[src/rtl/ws2811_pkg.sv]
// Shared WS2811 definitions: bit timing at the 20 MHz pixel clock, receiver
// state encoding and the wire-order (G,R,B) <-> host-order (R,G,B) reorder.
package ws2811_pkg;

  localparam int unsigned CLK_HZ     = 20_000_000;
  // Nominal transmitter bit timing in clk cycles (0: 5 high / 21 low, 1: 20 high / 6 low).
  localparam int unsigned T0H_CLKS   = 5;
  localparam int unsigned T0L_CLKS   = 21;
  localparam int unsigned T1H_CLKS   = 20;
  localparam int unsigned T1L_CLKS   = 6;
  localparam int unsigned TBIT_CLKS  = 26;
  // 50 us of low marks a latch/reset between frames.
  localparam int unsigned RESET_NOM_CLKS = 1000;

  typedef enum logic [1:0] {
    SYNC = 2'd0,
    IDLE = 2'd1,
    HIGH = 2'd2,
    LOW  = 2'd3
  } rx_state_e;

  // Wire order {G,R,B} to host order {R,G,B}.
  function automatic logic [23:0] grb_to_rgb(input logic [23:0] grb);
    return {grb[15:8], grb[23:16], grb[7:0]};
  endfunction

  // Host order {R,G,B} to wire order {G,R,B}.
  function automatic logic [23:0] rgb_to_grb(input logic [23:0] rgb);
    return {rgb[15:8], rgb[23:16], rgb[7:0]};
  endfunction

endpackage

[src/rtl/ws2811_pulse_meter.sv]
// Input conditioning for the WS2811 receiver: 2-flop synchroniser, one
// edge-detect flop, and width counters for the current high and low pulse.
// Edges reach rise_o/fall_o two clocks after the pin and are acted on by the
// consumer at the third clock edge.
module ws2811_pulse_meter #(
  parameter int unsigned RESET_CLKS = 1000
) (
  input  logic       clk,
  input  logic       rst_n,
  input  logic       din_i,
  output logic       rise_o,
  output logic       fall_o,
  output logic [7:0] hcnt_o,
  output logic       latch_o
);

  localparam logic [9:0] LCNT_MAX = 10'(RESET_CLKS);

  // sync_q[1] is the synchronised level din_s, sync_q[2] its previous value.
  logic [2:0] sync_q;
  logic [7:0] hcnt_q;
  logic [9:0] lcnt_q;
  logic       din_s;

  assign din_s   = sync_q[1];
  assign rise_o  = sync_q[1] & ~sync_q[2];
  assign fall_o  = ~sync_q[1] & sync_q[2];
  assign hcnt_o  = hcnt_q;
  assign latch_o = (lcnt_q == LCNT_MAX);

  // Shift the asynchronous pin through the synchroniser and edge-detect flops.
  always_ff @(posedge clk or negedge rst_n) begin
    if (!rst_n) sync_q <= 3'b000;
    else        sync_q <= {sync_q[1:0], din_i};
  end

  // High width: restarts at the rising edge counting that first high cycle,
  // so at the falling edge hcnt equals the pulse width; saturates at 255.
  always_ff @(posedge clk or negedge rst_n) begin
    if (!rst_n)                      hcnt_q <= 8'd0;
    else if (rise_o)                 hcnt_q <= 8'd1;
    else if (din_s && hcnt_q != 8'hFF) hcnt_q <= hcnt_q + 8'd1;
  end

  // Low width: any high level clears it; saturates at the latch length so a
  // sustained low keeps latch_o asserted without wrapping.
  always_ff @(posedge clk or negedge rst_n) begin
    if (!rst_n)                 lcnt_q <= 10'd0;
    else if (din_s)             lcnt_q <= 10'd0;
    else if (lcnt_q != LCNT_MAX) lcnt_q <= lcnt_q + 10'd1;
  end

endmodule

[src/rtl/ws2811_rx.sv]
// WS2811 single-wire receiver. Classifies each high pulse as 0/1 (or error),
// assembles 24-bit G,R,B words MSB first, emits them as {R,G,B} with a pixel
// index, and reports each frame at the latch low period.
// Output handshake: pix_valid_o, frame_done_o and bit_err_o are one-cycle
// strobes with no ready/backpressure; pix_index_o/pix_data_o are valid with
// pix_valid_o, frame_pixels_o/frame_err_o with frame_done_o, and all hold
// their last value otherwise. The consumer must accept every strobe.
module ws2811_rx
  import ws2811_pkg::*;
#(
  parameter int unsigned BIT_THRESH = 12,
  parameter int unsigned MIN_HIGH   = 2,
  parameter int unsigned MAX_HIGH   = 40,
  parameter int unsigned RESET_CLKS = 1000,
  parameter int unsigned MAX_PIXELS = 256
) (
  input  logic        clk,
  input  logic        rst_n,
  input  logic        din_i,
  output logic        pix_valid_o,
  output logic [7:0]  pix_index_o,
  output logic [23:0] pix_data_o,
  output logic        frame_done_o,
  output logic [8:0]  frame_pixels_o,
  output logic        frame_err_o,
  output logic        bit_err_o,
  output logic        synced_o,
  output rx_state_e   state_o
);

  localparam logic [7:0] THRESH_C  = 8'(BIT_THRESH);
  localparam logic [7:0] MIN_H_C   = 8'(MIN_HIGH);
  localparam logic [7:0] MAX_H_C   = 8'(MAX_HIGH);
  localparam logic [8:0] MAX_PIX_C = 9'(MAX_PIXELS);

  logic       rise, fall, latch;
  logic [7:0] hcnt;

  ws2811_pulse_meter #(.RESET_CLKS(RESET_CLKS)) u_meter (
    .clk     (clk),
    .rst_n   (rst_n),
    .din_i   (din_i),
    .rise_o  (rise),
    .fall_o  (fall),
    .hcnt_o  (hcnt),
    .latch_o (latch)
  );

  rx_state_e   state_q;
  logic        synced_q, bad_q, ovf_q;
  logic [23:0] sh_q;
  logic [4:0]  bitcnt_q;
  logic [8:0]  wcnt_q;
  logic        pix_valid_q, frame_done_q, frame_err_q, bit_err_q;
  logic [7:0]  pix_index_q;
  logic [23:0] pix_data_q;
  logic [8:0]  frame_pixels_q;

  logic        pulse_bad, bit_d;
  logic [23:0] sh_d;

  // Classify the just-finished high pulse and form the shifter's next value.
  always_comb begin
    pulse_bad = (hcnt < MIN_H_C) || (hcnt > MAX_H_C);
    bit_d     = (hcnt >= THRESH_C);
    sh_d      = {sh_q[22:0], bit_d};
  end

  // Receiver FSM with bit/word assembly and frame bookkeeping; all outputs registered.
  always_ff @(posedge clk or negedge rst_n) begin
    if (!rst_n) begin
      state_q        <= SYNC;
      synced_q       <= 1'b0;
      bad_q          <= 1'b0;
      ovf_q          <= 1'b0;
      sh_q           <= '0;
      bitcnt_q       <= '0;
      wcnt_q         <= '0;
      pix_valid_q    <= 1'b0;
      pix_index_q    <= '0;
      pix_data_q     <= '0;
      frame_done_q   <= 1'b0;
      frame_pixels_q <= '0;
      frame_err_q    <= 1'b0;
      bit_err_q      <= 1'b0;
    end else begin
      pix_valid_q  <= 1'b0;
      frame_done_q <= 1'b0;
      bit_err_q    <= 1'b0;
      case (state_q)
        // Wait for a full latch period so we never start mid-word.
        SYNC: begin
          if (latch) begin
            synced_q <= 1'b1;
            state_q  <= IDLE;
          end
        end
        IDLE: begin
          if (rise) state_q <= HIGH;
        end
        HIGH: begin
          if (fall) begin
            state_q <= LOW;
            if (pulse_bad) begin
              bit_err_q <= 1'b1;
              bad_q     <= 1'b1;
            end else if (bitcnt_q == 5'd23) begin
              bitcnt_q <= '0;
              if (wcnt_q == MAX_PIX_C) begin
                ovf_q <= 1'b1;
              end else begin
                pix_valid_q <= 1'b1;
                pix_index_q <= wcnt_q[7:0];
                pix_data_q  <= grb_to_rgb(sh_d);
                wcnt_q      <= wcnt_q + 9'd1;
              end
            end else begin
              sh_q     <= sh_d;
              bitcnt_q <= bitcnt_q + 5'd1;
            end
          end
        end
        // LOW is only reachable after an edge, so a latch here always ends a real frame.
        LOW: begin
          if (rise) begin
            state_q <= HIGH;
          end else if (latch) begin
            frame_done_q   <= 1'b1;
            frame_pixels_q <= wcnt_q;
            frame_err_q    <= bad_q | ovf_q | (bitcnt_q != 5'd0);
            wcnt_q         <= '0;
            bitcnt_q       <= '0;
            bad_q          <= 1'b0;
            ovf_q          <= 1'b0;
            state_q        <= IDLE;
          end
        end
        default: state_q <= SYNC;
      endcase
    end
  end

  assign pix_valid_o    = pix_valid_q;
  assign pix_index_o    = pix_index_q;
  assign pix_data_o     = pix_data_q;
  assign frame_done_o   = frame_done_q;
  assign frame_pixels_o = frame_pixels_q;
  assign frame_err_o    = frame_err_q;
  assign bit_err_o      = bit_err_q;
  assign synced_o       = synced_q;
  assign state_o        = state_q;

endmodule

[config.mk]
export PLATFORM = sky130hd
export DESIGN_NAME = ws2811_rx
export DESIGN_NICKNAME = d
export VERILOG_FILES = /design/src/rtl/ws2811_pkg.sv /design/src/rtl/ws2811_pulse_meter.sv /design/src/rtl/ws2811_rx.sv
export SDC_FILE = /design/constraint.sdc
export NUM_CORES = 1
export LEC_CHECK = 0
export CORE_ASPECT_RATIO = 0.8
export CORE_MARGIN = 5
export CORE_UTILIZATION = 50
export DETAILED_ROUTE_END_ITERATION = 10
export GPL_ROUTABILITY_DRIVEN = 0
export GPL_TIMING_DRIVEN = 0
export PLACE_DENSITY = 0.78
export SLEW_MARGIN = 20
export SYNTH_ARGS = -nofsm -noshare
export SYNTH_HDL_FRONTEND = slang
export SYNTH_SLANG_ARGS = --single-unit
[constraint.sdc]
create_clock -name clk -period 3.4 [get_ports clk]
set_clock_uncertainty 0.2 [all_clocks]
set_input_delay 0.34 -clock clk [delete_from_list [all_inputs] [get_ports clk]]
set_output_delay 0.34 -clock clk [all_outputs]
set_load 0.02 [all_outputs]
==> results of run 1 <==
==> logic make-up after synthesis <==
kind of cell | Yosys count
AND/OR/NAND/NOR | 126
AO/OA/AOI/OAI | 38
multiplexers | 63
buffers and inverters | 27
adder cells (fa/ha/maj) | 8
flip-flops | 108
XOR/XNOR | 15
==> per-stage QoR <==
| stage | TNS, ps | std cells | util | total power [W] |
|---|---|---|---|---|
| global placement | -229700 | 550 | 0.587 | 0.00143 |
| CTS | 0 | 568 | 0.624 | 0.00246 |
| detailed placement | 0 | 551 | 0.591 | 0.00144 |
| floorplan | 0 | 385 | - | 0.00139 |
| global route | 0 | 568 | 0.624 | 0.00254 |
| finish | 0 | 568 | 0.624 | 0.00244 |
==> how the worst max path moves through the flow <==
stage                      startpoint                 to
global route        u_meter.lcnt_q[0]  frame_pixels_o[3]
global placement                rst_n        pix_valid_o
detailed placement  u_meter.lcnt_q[0]  frame_pixels_o[3]
CTS                 u_meter.lcnt_q[0]  frame_pixels_o[3]
floorplan           u_meter.lcnt_q[0]        frame_err_o
finish              u_meter.lcnt_q[0]  frame_pixels_o[3]
==> synth_stat cells (7+ instances only) <==
cell | count | share of area
inv_1 | 12 | 0.0095
nand4_1 | 7 | 0.0093
dfrtp_1 | 108 | 0.57
mux2_4 | 18 | 0.057
nand3_1 | 14 | 0.015
nand2b_1 | 7 | 0.0093
mux2_2 | 39 | 0.093
nor2_1 | 22 | 0.017
nor3_1 | 7 | 0.0074
o21ai_0 | 14 | 0.015
ha_1 | 8 | 0.021
clkbuf_1 | 7 | 0.0056
a21oi_1 | 9 | 0.0095
nand2_1 | 38 | 0.030
xnor2_1 | 11 | 0.020
==> area by class of cell <==
class | instances | share of cell area
well taps | 115 | 0.0252
multi-input cells | 250 | 0.333
plain buffers | 15 | 0.0149
repair buffers | 52 | 0.0944
clock buffers | 11 | 0.0408
inverters | 12 | 0.00789
flip-flops and latches | 108 | 0.473
clock inverters | 5 | 0.0107
==> per-layer routing <==
| layer | routed length [um] | GRT usage | vias up |
|---|---|---|---|
| met2 | 4370 | 0.252 | 91 |
| met5 | 0 | 0 | - |
| met3 | 535 | 0.0566 | 7 |
| li1 | - | - | 1469 |
| met1 | 4180 | 0.227 | 1566 |
| met4 | 102 | 0.0454 | 0 |
==> power groups by stage <==
stage                     registers [W]   logic, W  clock network (W)
after detailed placement        0.00134  0.0000971                  0
after CTS                       0.00132  0.0000984            0.00105
after global routing            0.00132   0.000110            0.00110
after floorplan                 0.00134  0.0000559                  0
final                           0.00132  0.0000963            0.00103
after global placement          0.00134  0.0000899                  0
==> flip-flops by register name, indices dropped and copies added, names as in the netlist <==
signal          cells
pix_valid_o         1
ovf_q               1
frame_done_o        1
state_o             2
wcnt_q              9
pix_data_o         24
bit_err_o           1
u_meter.lcnt_q     10
u_meter.hcnt_o      8
bitcnt_q            5
frame_pixels_o      9
bad_q               1
pix_index_o         8
frame_err_o         1
u_meter.sync_q      3
synced_o            1
sh_q               23
==> critical path: stages, from the launching register on <==
cell and delay [ps]:
dfrtp_1 430, inv_1 80, ha_1 160, nor4bb_1 360, nand3_1 280, or3_1 510, buf_2 240, buf_2 190
o21ai_0 200
==> out/qor.csv, run 1 <==
metric,value,unit
outcome,"complete, no violations",
ys.flop_type,dfrtp_1,
p_int,0.00191,W
htree_levels,3,
antenna_left,0,
clk_pin_slew_worst_paths,70,ps
multi_input_area,1900,um^2
power.density,428,nW/um^2
relSlewSlack,0.534,
post_synth_fa_ha_maj_area_fraction,0.0211,
crit_fanout,10,
p_leak,2.69,nW
slew_viol_final,0,
root_buffer,clkbuf_16,
vdd_drop_max,0.344,mV
layout_commonest_cell,dfrtp_1,
clockBufferDepth,2,
async_reset_ff_frac,1.00,
final_hold_viol_count,0,
core-area,9150,um^2
io_pins,51,
n_antenna_cell,0,
drt_iter0_drc,187,
fin_area,5710,um^2
synthMuxAreaShare,0.163,
synth_xor_area_frac,0.0278,
dr.pass1.iters,5,
ctsResizeCount,0,
final_cell_mix,"dfrtp_1, clkdlybuf4s50_1, mux2_2, nand2_1, nor2_1",
cts_hold_buf,1,
cts_sinks,108,
syn_area,4730,um^2
reg2regPathDepth,8,
fill_cells,705,
regArea,2700,um^2
reg2reg_to,frame_pixels_o[3],
seq_area_frac_synth,0.571,
grt_overflow,0,
cap_violations,0,
clkLatencyLatePin,350,ps
via_per_inst,5.52,
post-route-min-period,2760,ps
synth.distinct_cells,47,
fp-row-count,31,
fmax,362,MHz
clkPwrFrac,0.420,
vias,3133,
wl_per_cell,16.2,um
synth_nets,396,
finalSetupViolations,0,
ys_seq_elements,108,
synth.avg_cell_area,12.3,um^2
totalWireLength,9190,um
pwr-share-comb,0.039,
critical_path_required,3450,ps
dp_slack,669,ps
critPathLaunchType,register,
setup_ws,639,ps
final_nets,459,
cts_tree,built,
worst_slew_pin_slew,693,ps
criticalPathCategory,reg2reg,
place_area,5410,um^2
fin_hold_ws,149,ps
cp_data_arrival_time,2810,ps
power_frac_seq,0.540,
dp.final_hpwl,6580,um
port_buffers,50,
swShare,0.219,
p_sw,0.000536,W
dieArea,11500,um^2
min_to,u_meter.sync_q[1],
antenna_found_initial,0,
postCtsSetupBuffers,0,
synthCells,385,
period_share,0.812,
dieWidth,119,um
min_from,u_meter.sync_q[0],
route.detailed.drc,0,
r2r_slack,640,ps
grt.total_usage,0.165,
layout-drive-gt1-share,0.199,
critPathCaptureType,register,
hold-path-cell-count,0,
synth_edf_count,0,
grt_max_degree,69,
synth_compound_area_frac,0.0534,
synth_simple_gate_area_frac,0.137,
hp-class,reg2reg,
grt_pass1_vias,3144,
initial_core_util,0.517,
area_delta_synth_final,20.6,%
synth_top_family_by_area,multiplexers,
grt_pass1_wl,15600,um
yosys_warnings,0,
die_h,97.0,um
cts_buffers,9,
r2r_start,u_meter.lcnt_q[0],
rsz0062_at_grt,no,
(Power assumes the default switching activity.)
==> run 2: changes to the inputs <==
==> constraint.sdc (replaced) <==
create_clock -name clk -period 2.7 [get_ports clk]
set_clock_uncertainty 0.2 [all_clocks]
set_input_delay 0.27 -clock clk [delete_from_list [all_inputs] [get_ports clk]]
set_output_delay 0.27 -clock clk [all_outputs]
set_load 0.02 [all_outputs]
==> out/qor.csv, run 2 (synthesized netlist as in run 1, its figures left out) <==
metric,value,unit,change
crit_fanout,10,,unchanged
layout_commonest_cell,dfrtp_1,,unchanged
finalPower,0.00308,W,was 0.00244 W
dp_slack,-31.4,ps,was 669 ps
fill_cells,702,,was 705
slew_viol_final,0,,unchanged
htree_levels,3,,unchanged
route.detailed.drc,0,,unchanged
grt_pass1_vias,3152,,was 3144
cts_sinks,108,,unchanged
max_stage_delay,450,ps,was 510 ps
worst_path_max_delay_cell,dfrtp_1,,was or3_1
hp-class,reg2reg,,unchanged
r2r_slack,220,ps,was 640 ps
fmax,403,MHz,was 362 MHz
n_antenna_cell,0,,unchanged
grt_overflow,0,,unchanged
cap_violations,0,,unchanged
relSlewSlack,0.527,,was 0.534
cp_data_arrival_time,2500,ps,was 2810 ps
criticalPathCategory,reg2reg,,unchanged
layout-drive-gt1-share,0.205,,was 0.199
critPathLaunchType,register,,unchanged
rsz0062_at_grt,no,,unchanged
largest_reg_flops,24,,unchanged
cts_tree,built,,unchanged
outcome,"complete, no violations",,unchanged
grt_pass1_wl,15600,um,about the same
antenna_found_initial,0,,unchanged
critPathCaptureType,register,,unchanged
dieWidth,119,um,unchanged
final_cell_mix,"dfrtp_1, clkdlybuf4s50_1, mux2_2, nand2_1, nor2_1",,unchanged
setup_ws,219,ps,was 639 ps
root_buffer,clkbuf_16,,unchanged
core-area,9150,um^2,unchanged
critical_path_required,2720,ps,was 3450 ps
power.density,536,nW/um^2,was 428 nW/um^2
final_hold_viol_count,0,,unchanged
reg2regPathDepth,5,,was 8
post-route-min-period,2480,ps,was 2760 ps
cts_buffers,9,,unchanged
p_leak,2.71,nW,was 2.69 nW
finalSetupViolations,0,,unchanged
cp_cell_sequence,nor4_1 -> o21ai_1 -> nor3_4 -> buf_2 -> mux2_2,,was inv_1 -> ha_1 -> nor4bb_1 -> nand3_1 -> or3_1 -> buf_2 -> buf_2 -> o21ai_0
die_h,97.0,um,unchanged
port_buffers,50,,unchanged
hold-path-cell-count,0,,unchanged
dp.final_hpwl,6580,um,unchanged
area_delta_synth_final,21.4,%,was 20.6%
io_pins,51,,unchanged
dr.pass1.iters,4,,was 5
final_nets,460,,was 459
fp-row-count,31,,unchanged
period_share,0.919,,was 0.812
grt_max_degree,69,,unchanged
dieArea,11500,um^2,unchanged
vias,3127,,was 3133
setup_tns,0,ps,unchanged
clkLatencyLatePin,340,ps,was 350 ps
clockBufferDepth,2,,unchanged
totalWireLength,9350,um,was 9190 um
grt.total_usage,0.165,,about the same
drt_iter0_drc,197,,was 187
worst_slew_pin_slew,703,ps,was 693 ps
vdd_drop_max,0.434,mV,was 0.344 mV
initial_core_util,0.517,,unchanged
clk_pin_slew_worst_paths,70,ps,about the same
via_per_inst,5.50,,was 5.52
antenna_left,0,,unchanged
wl_per_cell,16.4,um,was 16.2 um
## run 2: worst max-delay path, delay by kind of cell, from the launching register on
kind                   cells  cell delay, ps
muxes                      1             380
DFF                        1             450
AOI/OAI and AO/OA          1             240
buffers and inverters      1             330
and+or+nand+nor            2             770
## run 2: final timing paths
kind,start,endpoint
worst max-delay path,u_meter.hcnt_o[1],pix_data_o[3]
worst min-delay path,u_meter.sync_q[0],u_meter.sync_q[1]
worst max register to register,u_meter.hcnt_o[1],pix_data_o[3]
worst min register to register,u_meter.sync_q[0],u_meter.sync_q[1]
max in group asynchronous,rst_n,pix_data_o[14]
min in group asynchronous,rst_n,u_meter.sync_q[2]
## run 2: report_power, final
part	switching, W	total, W	internal [W]
Sequential	0.0000291	0.00166	0.00163
Combinational	0.0000807	0.000125	0.0000448
Clock	0.000568	0.00129	0.000725
## run 2: what timing repair did
item                       in CTS  in global routing
buffers inserted                1                  0
pin swaps                       1                  0
gates resized for setup         0                  4
setup endpoints to repair       3                 31
hold endpoints to repair       40                  0
hold buffers                    1                  0
gates cloned                    0                  0
## run 2: area by class of cell
| class | instances | area (um^2) | share of cell area |
|---|---|---|---|
| flip-flops and latches | 108 | 2700 | 0.470 |
| inverters | 12 | 45.0 | 0.00784 |
| plain buffers | 15 | 85.1 | 0.0148 |
| repair buffers | 53 | 547 | 0.0952 |
| clock buffers | 11 | 233 | 0.0405 |
| multi-input cells | 250 | 1930 | 0.335 |
| well taps | 115 | 144 | 0.0250 |
| clock inverters | 5 | 61.3 | 0.0107 |
## run 2: metrics by stage
step	util	hold WS [ps]	std cells	instance area, um^2
finish	0.628	149	569	5740
global route	0.628	150	569	5740
CTS	0.625	150	569	5720
detailed placement	0.591	10.7	551	5410
global placement	0.587	137	550	5380
floorplan	-	-226	385	4730
## run 2: per-layer routing
layer  part of all wire  GRT usage  vias up
met5                  0          0        -
met4              0.013     0.0454        0
met3              0.047     0.0566       10
met2               0.48      0.253       84
met1               0.46      0.226     1563
li1                   -          -     1470
==> run 3: changes to the inputs <==
--- a/config.mk
+++ b/config.mk
@@ -12,7 +12,7 @@
 export GPL_ROUTABILITY_DRIVEN = 0
 export GPL_TIMING_DRIVEN = 0
 export PLACE_DENSITY = 0.78
-export SLEW_MARGIN = 20
+export SLEW_MARGIN = 15
 export SYNTH_ARGS = -nofsm -noshare
 export SYNTH_HDL_FRONTEND = slang
 export SYNTH_SLANG_ARGS = --single-unit
==> results of run 3 <==
Same layout as run 2: the final DEF is identical, and so are final timing and power.
